### config.mk
export PLATFORM = sky130hd
export DESIGN_NAME = par8_bus_if
export DESIGN_NICKNAME = d
export VERILOG_FILES = /design/src/rtl/par8_bus_if.sv
export SDC_FILE = /design/constraint.sdc
export NUM_CORES = 1
export LEC_CHECK = 0
export BUFFER_PORTS_ARGS = -buffer_cell sky130_fd_sc_hd__buf_2
export CAP_MARGIN = 20
export CORE_UTILIZATION = 30
export DETAILED_ROUTE_END_ITERATION = 7
export GPL_TIMING_DRIVEN = 0
export SLEW_MARGIN = 20
export SYNTH_ARGS = -nofsm -noshare
export SYNTH_HDL_FRONTEND = slang
export SYNTH_SLANG_ARGS = --single-unit
### constraint.sdc
create_clock -name clk -period 2.4 [get_ports clk]
set_input_delay 0 -clock clk [delete_from_list [all_inputs] [get_ports clk]]
set_output_delay 0 -clock clk [all_outputs]
set_load 0.01 [all_outputs]
### src/rtl/par8_bus_if.sv
// Slave end of the 8-bit host parallel bus: resynchronises the pins, locks on the two-word preamble,
// then turns host writes into an rx byte stream and serves host reads from a tx byte source.
// Optional bus_clk deglitch filter: define PAR8_GLITCH_FILTER_EN.
module par8_bus_if #(
  parameter logic [7:0]  SYNC_WORD0    = 8'hB8,
`ifdef PAR8_GLITCH_FILTER_EN
  parameter int unsigned GLITCH_CYCLES = 2,
`endif
  parameter logic [7:0]  SYNC_WORD1    = 8'h8B
) (
  input  logic       clk,
  input  logic       reset,
  input  logic       bus_clk,
  input  logic       bus_rnw,
  input  logic [7:0] bus_data_in,
  output logic [7:0] bus_data_out,
  output logic       bus_data_oe,
  output logic [7:0] rx_data,
  output logic       rx_valid,
  input  logic       rx_ready,
  input  logic [7:0] tx_data,
  input  logic       tx_valid,
  output logic       tx_ready,
  input  logic       resync,
  output logic       synced,
  output logic       overrun,
  output logic       underrun
);

  typedef enum logic [1:0] {
    ST_HUNT   = 2'd0,
    ST_GOT_W0 = 2'd1,
    ST_SYNCED = 2'd2
  } state_t;

  state_t     state_q, state_d;

  logic       bclk_s1_q, bclk_s2_q, bclk_prev_q;
  logic       rnw_s1_q, rnw_s2_q;
  logic [7:0] dat_s1_q, dat_s2_q;
  logic       bclk_lvl, bclk_rise, bclk_fall;

  logic [7:0] rx_data_q, rx_data_d;
  logic       rx_valid_q, rx_valid_d;
  logic [7:0] dout_q, dout_d;
  logic       oe_q, oe_d;
  logic       tx_ready_q, tx_ready_d;
  logic       synced_q, synced_d;
  logic       overrun_q, overrun_d;
  logic       underrun_q, underrun_d;
  logic       wr_stb, rd_stb;

  always_ff @(posedge clk or negedge reset) begin
    if (!reset) begin
      bclk_s1_q   <= 1'b0;
      bclk_s2_q   <= 1'b0;
      bclk_prev_q <= 1'b0;
      rnw_s1_q    <= 1'b0;
      rnw_s2_q    <= 1'b0;
      dat_s1_q    <= 8'h00;
      dat_s2_q    <= 8'h00;
    end else begin
      bclk_s1_q   <= bus_clk;
      bclk_s2_q   <= bclk_s1_q;
      bclk_prev_q <= bclk_lvl;
      rnw_s1_q    <= bus_rnw;
      rnw_s2_q    <= rnw_s1_q;
      dat_s1_q    <= bus_data_in;
      dat_s2_q    <= dat_s1_q;
    end
  end

`ifdef PAR8_GLITCH_FILTER_EN
  // The filtered level follows the synced pin only after GLITCH_CYCLES consecutive differing samples.
  localparam int unsigned CW = $clog2(GLITCH_CYCLES + 1);

  logic [CW-1:0] gcnt_q, gcnt_d;
  logic          filt_q, filt_d;

  always_comb begin
    gcnt_d = '0;
    filt_d = filt_q;
    if (bclk_s2_q != filt_q) begin
      if (gcnt_q == CW'(GLITCH_CYCLES - 1)) begin
        filt_d = bclk_s2_q;
      end else begin
        gcnt_d = gcnt_q + 1'b1;
      end
    end
  end

  always_ff @(posedge clk or negedge reset) begin
    if (!reset) begin
      gcnt_q <= '0;
      filt_q <= 1'b0;
    end else begin
      gcnt_q <= gcnt_d;
      filt_q <= filt_d;
    end
  end

  assign bclk_lvl = filt_q;
`else
  assign bclk_lvl = bclk_s2_q;
`endif

  assign bclk_rise = bclk_lvl & ~bclk_prev_q;
  assign bclk_fall = ~bclk_lvl & bclk_prev_q;

  // Preamble hunt runs on the strobe level, not its edges; once locked only resync unlocks.
  always_comb begin
    state_d = state_q;
    if (resync) begin
      state_d = ST_HUNT;
    end else if (bclk_lvl && !rnw_s2_q) begin
      unique case (state_q)
        ST_HUNT: begin
          if (dat_s2_q == SYNC_WORD0) state_d = ST_GOT_W0;
        end
        ST_GOT_W0: begin
          if (dat_s2_q == SYNC_WORD1)      state_d = ST_SYNCED;
          else if (dat_s2_q == SYNC_WORD0) state_d = ST_GOT_W0;
          else                             state_d = ST_HUNT;
        end
        ST_SYNCED: state_d = ST_SYNCED;
        default:   state_d = ST_HUNT;
      endcase
    end
  end

  assign wr_stb = (state_q == ST_SYNCED) && !rnw_s2_q && bclk_rise && !resync;
  assign rd_stb = (state_q == ST_SYNCED) &&  rnw_s2_q && bclk_fall && !resync;

  always_comb begin
    rx_data_d  = rx_data_q;
    rx_valid_d = rx_valid_q;
    dout_d     = dout_q;
    overrun_d  = overrun_q;
    underrun_d = underrun_q;
    tx_ready_d = 1'b0;
    if (resync) begin
      rx_valid_d = 1'b0;
      overrun_d  = 1'b0;
      underrun_d = 1'b0;
    end else begin
      if (rx_ready) rx_valid_d = 1'b0;
      if (wr_stb) begin
        if (!rx_valid_q || rx_ready) begin
          rx_data_d  = dat_s2_q;
          rx_valid_d = 1'b1;
        end else begin
          overrun_d  = 1'b1;
        end
      end
      if (rd_stb) begin
        if (tx_valid) begin
          dout_d     = tx_data;
          tx_ready_d = 1'b1;
        end else begin
          dout_d     = 8'h00;
          underrun_d = 1'b1;
        end
      end
    end
    synced_d = (state_d == ST_SYNCED);
    oe_d     = synced_d && rnw_s2_q;
  end

  always_ff @(posedge clk or negedge reset) begin
    if (!reset) begin
      state_q    <= ST_HUNT;
      rx_data_q  <= 8'h00;
      rx_valid_q <= 1'b0;
      dout_q     <= 8'h00;
      oe_q       <= 1'b0;
      tx_ready_q <= 1'b0;
      synced_q   <= 1'b0;
      overrun_q  <= 1'b0;
      underrun_q <= 1'b0;
    end else begin
      state_q    <= state_d;
      rx_data_q  <= rx_data_d;
      rx_valid_q <= rx_valid_d;
      dout_q     <= dout_d;
      oe_q       <= oe_d;
      tx_ready_q <= tx_ready_d;
      synced_q   <= synced_d;
      overrun_q  <= overrun_d;
      underrun_q <= underrun_d;
    end
  end

  assign bus_data_out = dout_q;
  assign bus_data_oe  = oe_q;
  assign rx_data      = rx_data_q;
  assign rx_valid     = rx_valid_q;
  assign tx_ready     = tx_ready_q;
  assign synced       = synced_q;
  assign overrun      = overrun_q;
  assign underrun     = underrun_q;

endmodule

==> impl_metrics.tcl, run 1 <==
set metrics [dict create \
    fmax_ghz 0.680 \
    synth_common_cells "45 x dfrtp_1, 18 x nand2_1, 9 x o21ai_0" \
    vdd_drop_max_v 0.000383 \
    drtIter0Drc 39 \
    status "finished clean" \
    synthCells 108 \
    clockBufferDepth 2 \
    dr.max_layer_used "met4" \
    slew_headroom_pct 37.2 \
    ys_seq_area_share_pct 72.6 \
    die_y_um 73.9 \
    synth-seq-cells 45 \
    cp.arrival_ns 1.64 \
    finalSetupViolCount 0 \
    synthTopCellsByArea "dfrtp_1 73%, mux2_4 7.7%, nand2_1 4.4%" \
    slew_viol_final 0 \
    io_buffers 43 \
    drt-total-wl_mm 2.96 \
    core_area_mm2 0.00485 \
    met1_length_mm 1.10 \
    cp-start-kind "register" \
    critPathRequiredTime_ns 2.57 \
    synth_top_area_share_pct 72.6 \
    cp_slowest_stage_delay_ns 0.42 \
    p_total_mw 1.44 \
    whs_ns 0.0696 \
    postRouteAntennaNets 0 \
    p_leak_nw 1.13 \
    grt_usage_pct 12.3 \
    synth_nets 131 \
    p_clk_share_pct 39.9 \
    end_kind "register" \
    grt.overflow.total 0 \
    synth_area_leader_cell "dfrtp_1" \
    synth_edf_count 0 \
    ys_types 24 \
    rows 25 \
    regArea_mm2 0.00113 \
    ys_async_sr_fraction_pct 100 \
    postLayoutCoreUtil_pct 44.7 \
    cts_made_buffers 5 \
    antenna_found_initial 0 \
    fin_ws_ns 0.929 \
    timing.setup.tns_ns 0 \
    critical_path_class "reg2reg" \
    drive_gt1_share_pct 36.3 \
    wl_per_cell_um 12.0 \
    critPathSlowestCell "dfrtp_1" \
    finClkSkew_ns 0.00150 \
    via_per_inst 4.26 \
    gp_congestion 0.665 \
    rsz0062_at_grt "false" \
    grt_pass1_vias 1122 \
    io_pins 45 \
    p_sw_share_pct 19.3 \
    crit_chain "nor2_2, nand4_1, buf_2, nand2_1, o21ai_0" \
    crit_fanout 10 \
    power_density_mw_per_mm2 664 \
    finalHoldViolations 0 \
    tightest_slew_ns 0.942 \
    drc 0 \
    max_cap_viol_count 0 \
    cts_resized 0 \
    vias 1047 \
    die_area_mm2 0.00546 \
    dpl.hpwl_mm 2.08 \
    combPwrFrac_pct 5.3 \
    n_fill_cell 457 \
    fin_nets 201 \
    wl_met2_mm 1.63 \
    grt_max_degree 46 \
    dp_slack_ns 0.931 \
    period_needed_ns 1.47 \
    netlist_area_mm2 0.00155 \
    clock_latency_ns 0.29 \
    fin_crit_sh_pct 61.3 \
    power.switching_mw 0.278 \
    die_w_um 73.9 \
    htree_levels 2 \
    clkTransAtPathRegs_ns 0.08 \
    p_int_mw 1.16 \
    root_buffer "clkbuf_8" \
    route.met3.wl_um 154 \
    multi_input_area_um2 393 \
    clock-sinks 45 \
    yosysWarnings 0 \
    ys.flop_type "dfrtp_1" \
    cts_tree "yes" \
    areaGrowthSynthToFinish_pct 39.7 \
    first_pass_iters 3 \
    synth_most_common_cell "dfrtp_1" \
    start_util_pct 32.0 \
    hold_path.class "in2reg" \
    syn_avg_cell_area_um2 14.4 \
    power_frac_seq_pct 54.8 \
    diodes 0 \
    grt_pass1_wl_mm 4.86 \
]
-- path summary, 6_finish.rpt --
| check | start | end | slack (ns) | cells after the start |
|---|---|---|---|---|
| max | state_q[0]$_DFF_PN0_ | bus_data_out[7]$_DFFE_PN0P_ | 0.93 | 5 |
| min | rx_ready | overrun$_DFFE_PN0P_ | 0.07 | 3 |
| max reg2reg | state_q[0]$_DFF_PN0_ | bus_data_out[7]$_DFFE_PN0P_ | 0.93 | 5 |
| min reg2reg | bclk_s1_q$_DFF_PN0_ | bclk_lvl$_DFF_PN0_ | 0.35 | 0 |
| max in group asynchronous | reset | bus_data_out[5]$_DFFE_PN0P_ | 1.42 | 2 |
| min in group asynchronous | reset | bus_data_out[4]$_DFFE_PN0P_ | 0.39 | 2 |
-- worst max-delay path, delay by kind of cell (launching register included) --
kind	cells	cell delay, ns
AND/OR/NAND/NOR	3	0.56
flip-flops	1	0.42
AO/OA/AOI/OAI	1	0.08
buffers and inverters	1	0.29
-- power groups by stage --
stage | Sequential, mW | Clock (mW) | Combinational (mW)
2_1_floorplan | 0.802 | 0 | 0.0141
3_5_place_dp | 0.803 | 0 | 0.0532
6_report | 0.788 | 0.574 | 0.0765
3_3_place_gp | 0.802 | 0 | 0.0496
4_1_cts | 0.788 | 0.589 | 0.0780
5_1_grt | 0.790 | 0.624 | 0.0852
-- what timing repair did --
item / CTS / global route
buffers inserted: 0 / 0
hold buffers: 20 / 0
endpoints found under the hold margin: 68 / 0
-- state kept, by name (all words and copies together), names as in the netlist --
register,cells
bus_data_oe,1
dat_s2_q,8
synced,1
bus_data_out,8
bclk_lvl,1
rnw_s1_q,1
dat_s1_q,8
rx_data,8
underrun,1
bclk_prev_q,1
state_q,2
bclk_s1_q,1
rnw_s2_q,1
overrun,1
tx_ready,1
rx_valid,1
-- cell usage in the layout, fill, tap and decap left out, drive strengths merged, types with 2 or more instances in the layout --
master	count
buf	46
clkbuf	7
dfrtp	45
dlygate4sd3	20
inv	3
mux2	8
nand2	18
nor2	5
nor2b	3
nor3	2
o21ai	9
o22ai	2
-- per-stage QoR --
| step | cell area [um^2] | instances |
|---|---|---|
| 6_report | 2170 | 246 |
| 5_1_grt | 2170 | 246 |
| 4_1_cts | 2170 | 246 |
| 3_5_place_dp | 1850 | 218 |
| 3_3_place_gp | 1850 | 218 |
| 2_1_floorplan | 1550 | 108 |
-- metal layers --
layer	GRT usage [%]	vias up
met5	0	-
met3	5.90	7
met4	6.41	0
met1	12.6	522
met2	20.8	22
li1	-	496
-- cell type report --
type,count,area share (%)
Sequential cell,45,52.0
Timing Repair Buffer,63,19.2
Multi-Input combinational cell,57,18.1
Clock inverter,1,1.39
Buffer,3,0.924
Clock buffer,7,3.99
Tap cell,67,3.87
Inverter,3,0.520
-- cell families (layout without fill, tap and decap cells) --
logic type / Yosys count / after routing / synth area share, %
multiplexers: 8 / 8 / 7.75
AO/OA/AOI/OAI: 14 / 14 / 5.17
buffers and inverters: 6 / 77 / 2.02
AND/OR/NAND/NOR: 35 / 35 / 12.4
flip-flops: 45 / 45 / 72.6
No activity file was read; power rests on OpenSTA's default activity.
==> run 2: changes to the inputs <==
- clock period: 2.4 -> 1.18 ns (I/O delays scaled with it)
==> impl_metrics.tcl, run 2 (same netlist as run 1, synthesis figures left out) <==
set metrics [dict create \
    clockBufferDepth 2 \
    wl_met2_mm 1.77 \
    clock_latency_ns 0.30 \
    dp_slack_ns -0.313 \
    critical_path_class "reg2reg" \
    clkTransAtPathRegs_ns 0.08 \
    setup.worst_path.start "rnw_s2_q$_DFF_PN0_" \
    htree_levels 2 \
    regArea_mm2 0.00113 \
    rsz0062_at_grt "true" \
    p_leak_nw 1.18 \
    start_util_pct 32.0 \
    core_area_mm2 0.00485 \
    vias 1095 \
    crit_fanout 8 \
    die_y_um 73.9 \
    grt_usage_pct 13.2 \
    fmax_ghz 0.745 \
    die_area_mm2 0.00546 \
    hold_end "overrun$_DFFE_PN0P_" \
    drc 0 \
    clock-sinks 45 \
    end_kind "register" \
    dpl.hpwl_mm 2.00 \
    diodes 0 \
    grt.overflow.total 0 \
    fin_nets 209 \
    postLayoutCoreUtil_pct 47.2 \
    wl_per_cell_um 12.2 \
    cp-start-kind "register" \
    r2r-start "rnw_s2_q$_DFF_PN0_" \
    io_buffers 43 \
    gp_congestion 0.643 \
    grt_max_degree 46 \
    areaGrowthSynthToFinish_pct 47.5 \
    violations "setup timing" \
    fin_ws_ns -0.163 \
    mostFrequentLayoutCells "44 x dfrtp_1, 42 x buf_2, 20 x dlygate4sd3_1, 18 x nand2_1" \
    io_pins 45 \
    final_cell_area_mm2 0.00229 \
    max_cap_viol_count 0 \
    first_pass_iters 4 \
    grt_pass1_wl_mm 5.18 \
    vdd_drop_max_v 0.000815 \
    rrSetupSlack_ns -0.16 \
    hold_path.class "in2reg" \
    cp.arrival_ns 1.53 \
    grt_pass1_vias 1136 \
    period_needed_ns 1.34 \
    die_w_um 73.9 \
    place_area_mm2 0.00186 \
    drtIter0Drc 25 \
    critPathSlowestCell "dfrtp_1" \
    finalSetupViolCount 20 \
    cp_slowest_stage_delay_ns 0.41 \
    cts_made_buffers 5 \
    crit_chain "nor2b_4, nand4b_4, nand2b_4, mux2_4" \
    dr.max_layer_used "met4" \
    holdPathStages 3 \
    multi_input_area_um2 440 \
    antenna_found_initial 0 \
    critPathRequiredTime_ns 1.36 \
    slew_viol_final 0 \
    root_buffer "clkbuf_8" \
    route.met3.wl_um 98 \
    tightest_slew_ns 0.576 \
    min_from "rx_ready" \
    postRouteAntennaNets 0 \
    whs_ns 0.0624 \
    finClkSkew_ns 0.00930 \
    cts_tree "yes" \
    fin_crit_sh_pct 114 \
    rr_endpoint "rx_data[3]$_DFFE_PN0P_" \
    drt-total-wl_mm 3.11 \
    reg2regPathDepth 4 \
    finalHoldViolations 0 \
    rows 25 \
    drive_gt1_share_pct 43.3 \
    p_total_mw 2.97 \
    n_fill_cell 420 \
    status "complete, but fails checks" \
    via_per_inst 4.31 \
    power_density_mw_per_mm2 1300 \
    final_common_cell "dfrtp_1" \
    met1_length_mm 1.16 \
    slew_headroom_pct 61.6 \
]
-- run 2: cell count changes in the layout (fill, tap and decap cells not counted), sizes merged --
cell and delta:
buf +7, clkinvlp +1
-- run 2: layout make-up --
class	count	area share (%)
Clock inverter	2	1.64
Clock buffer	6	3.61
Tap cell	67	3.67
Sequential cell	45	49.3
Multi-Input combinational cell	57	19.3
Inverter	3	0.492
Timing Repair Buffer	72	21.4
Buffer	2	0.656
-- run 2: where the power goes --
group / switching (mW) / total, mW / internal [mW]
Sequential: 0.0198 / 1.60 / 1.58
Clock: 0.505 / 1.19 / 0.688
Combinational: 0.0780 / 0.180 / 0.102
Total: 0.603 / 2.97 / 2.37
-- run 2: worst max-delay path by stage --
stage,cells after the start,to,slack (ns)
after CTS,4,rx_data[6]$_DFFE_PN0P_,-0.15
after floorplan,5,rx_data[0]$_DFFE_PN0P_,-0.17
after global routing,4,rx_data[3]$_DFFE_PN0P_,-0.22
final,4,rx_data[3]$_DFFE_PN0P_,-0.16
after detailed placement,5,bus_data_out[2]$_DFFE_PN0P_,-0.31
after global placement,5,bus_data_out[0]$_DFFE_PN0P_,-0.27
-- run 2: critical path: cells and delay by family, from the launching register on --
kind	cells	cell delay (ns)
simple gates	3	0.50
mux	1	0.32
flops	1	0.41
-- run 2: layer usage --
metal  track usage [%]  up-vias
met5                 0        -
met4              7.69        0
met3              3.98        5
met2              23.5       25
met1              13.7      550
li1                  -      515
-- run 2: metrics by stage --
stage | setup TNS, ns | cells
after floorplan | -2.26 | 108
after global placement | -4.36 | 218
after detailed placement | -4.77 | 218
after CTS | -1.63 | 253
after global routing | -3.34 | 254
final | -1.96 | 254
-- run 2: timing repair --
item	CTS	global route
endpoints found under the setup margin	20	66
hold buffers	20	0
pin swaps	3	3
cloned	0	0
setup buffers	8	1
hold endpoints to repair	69	0
gates resized for setup	5	7
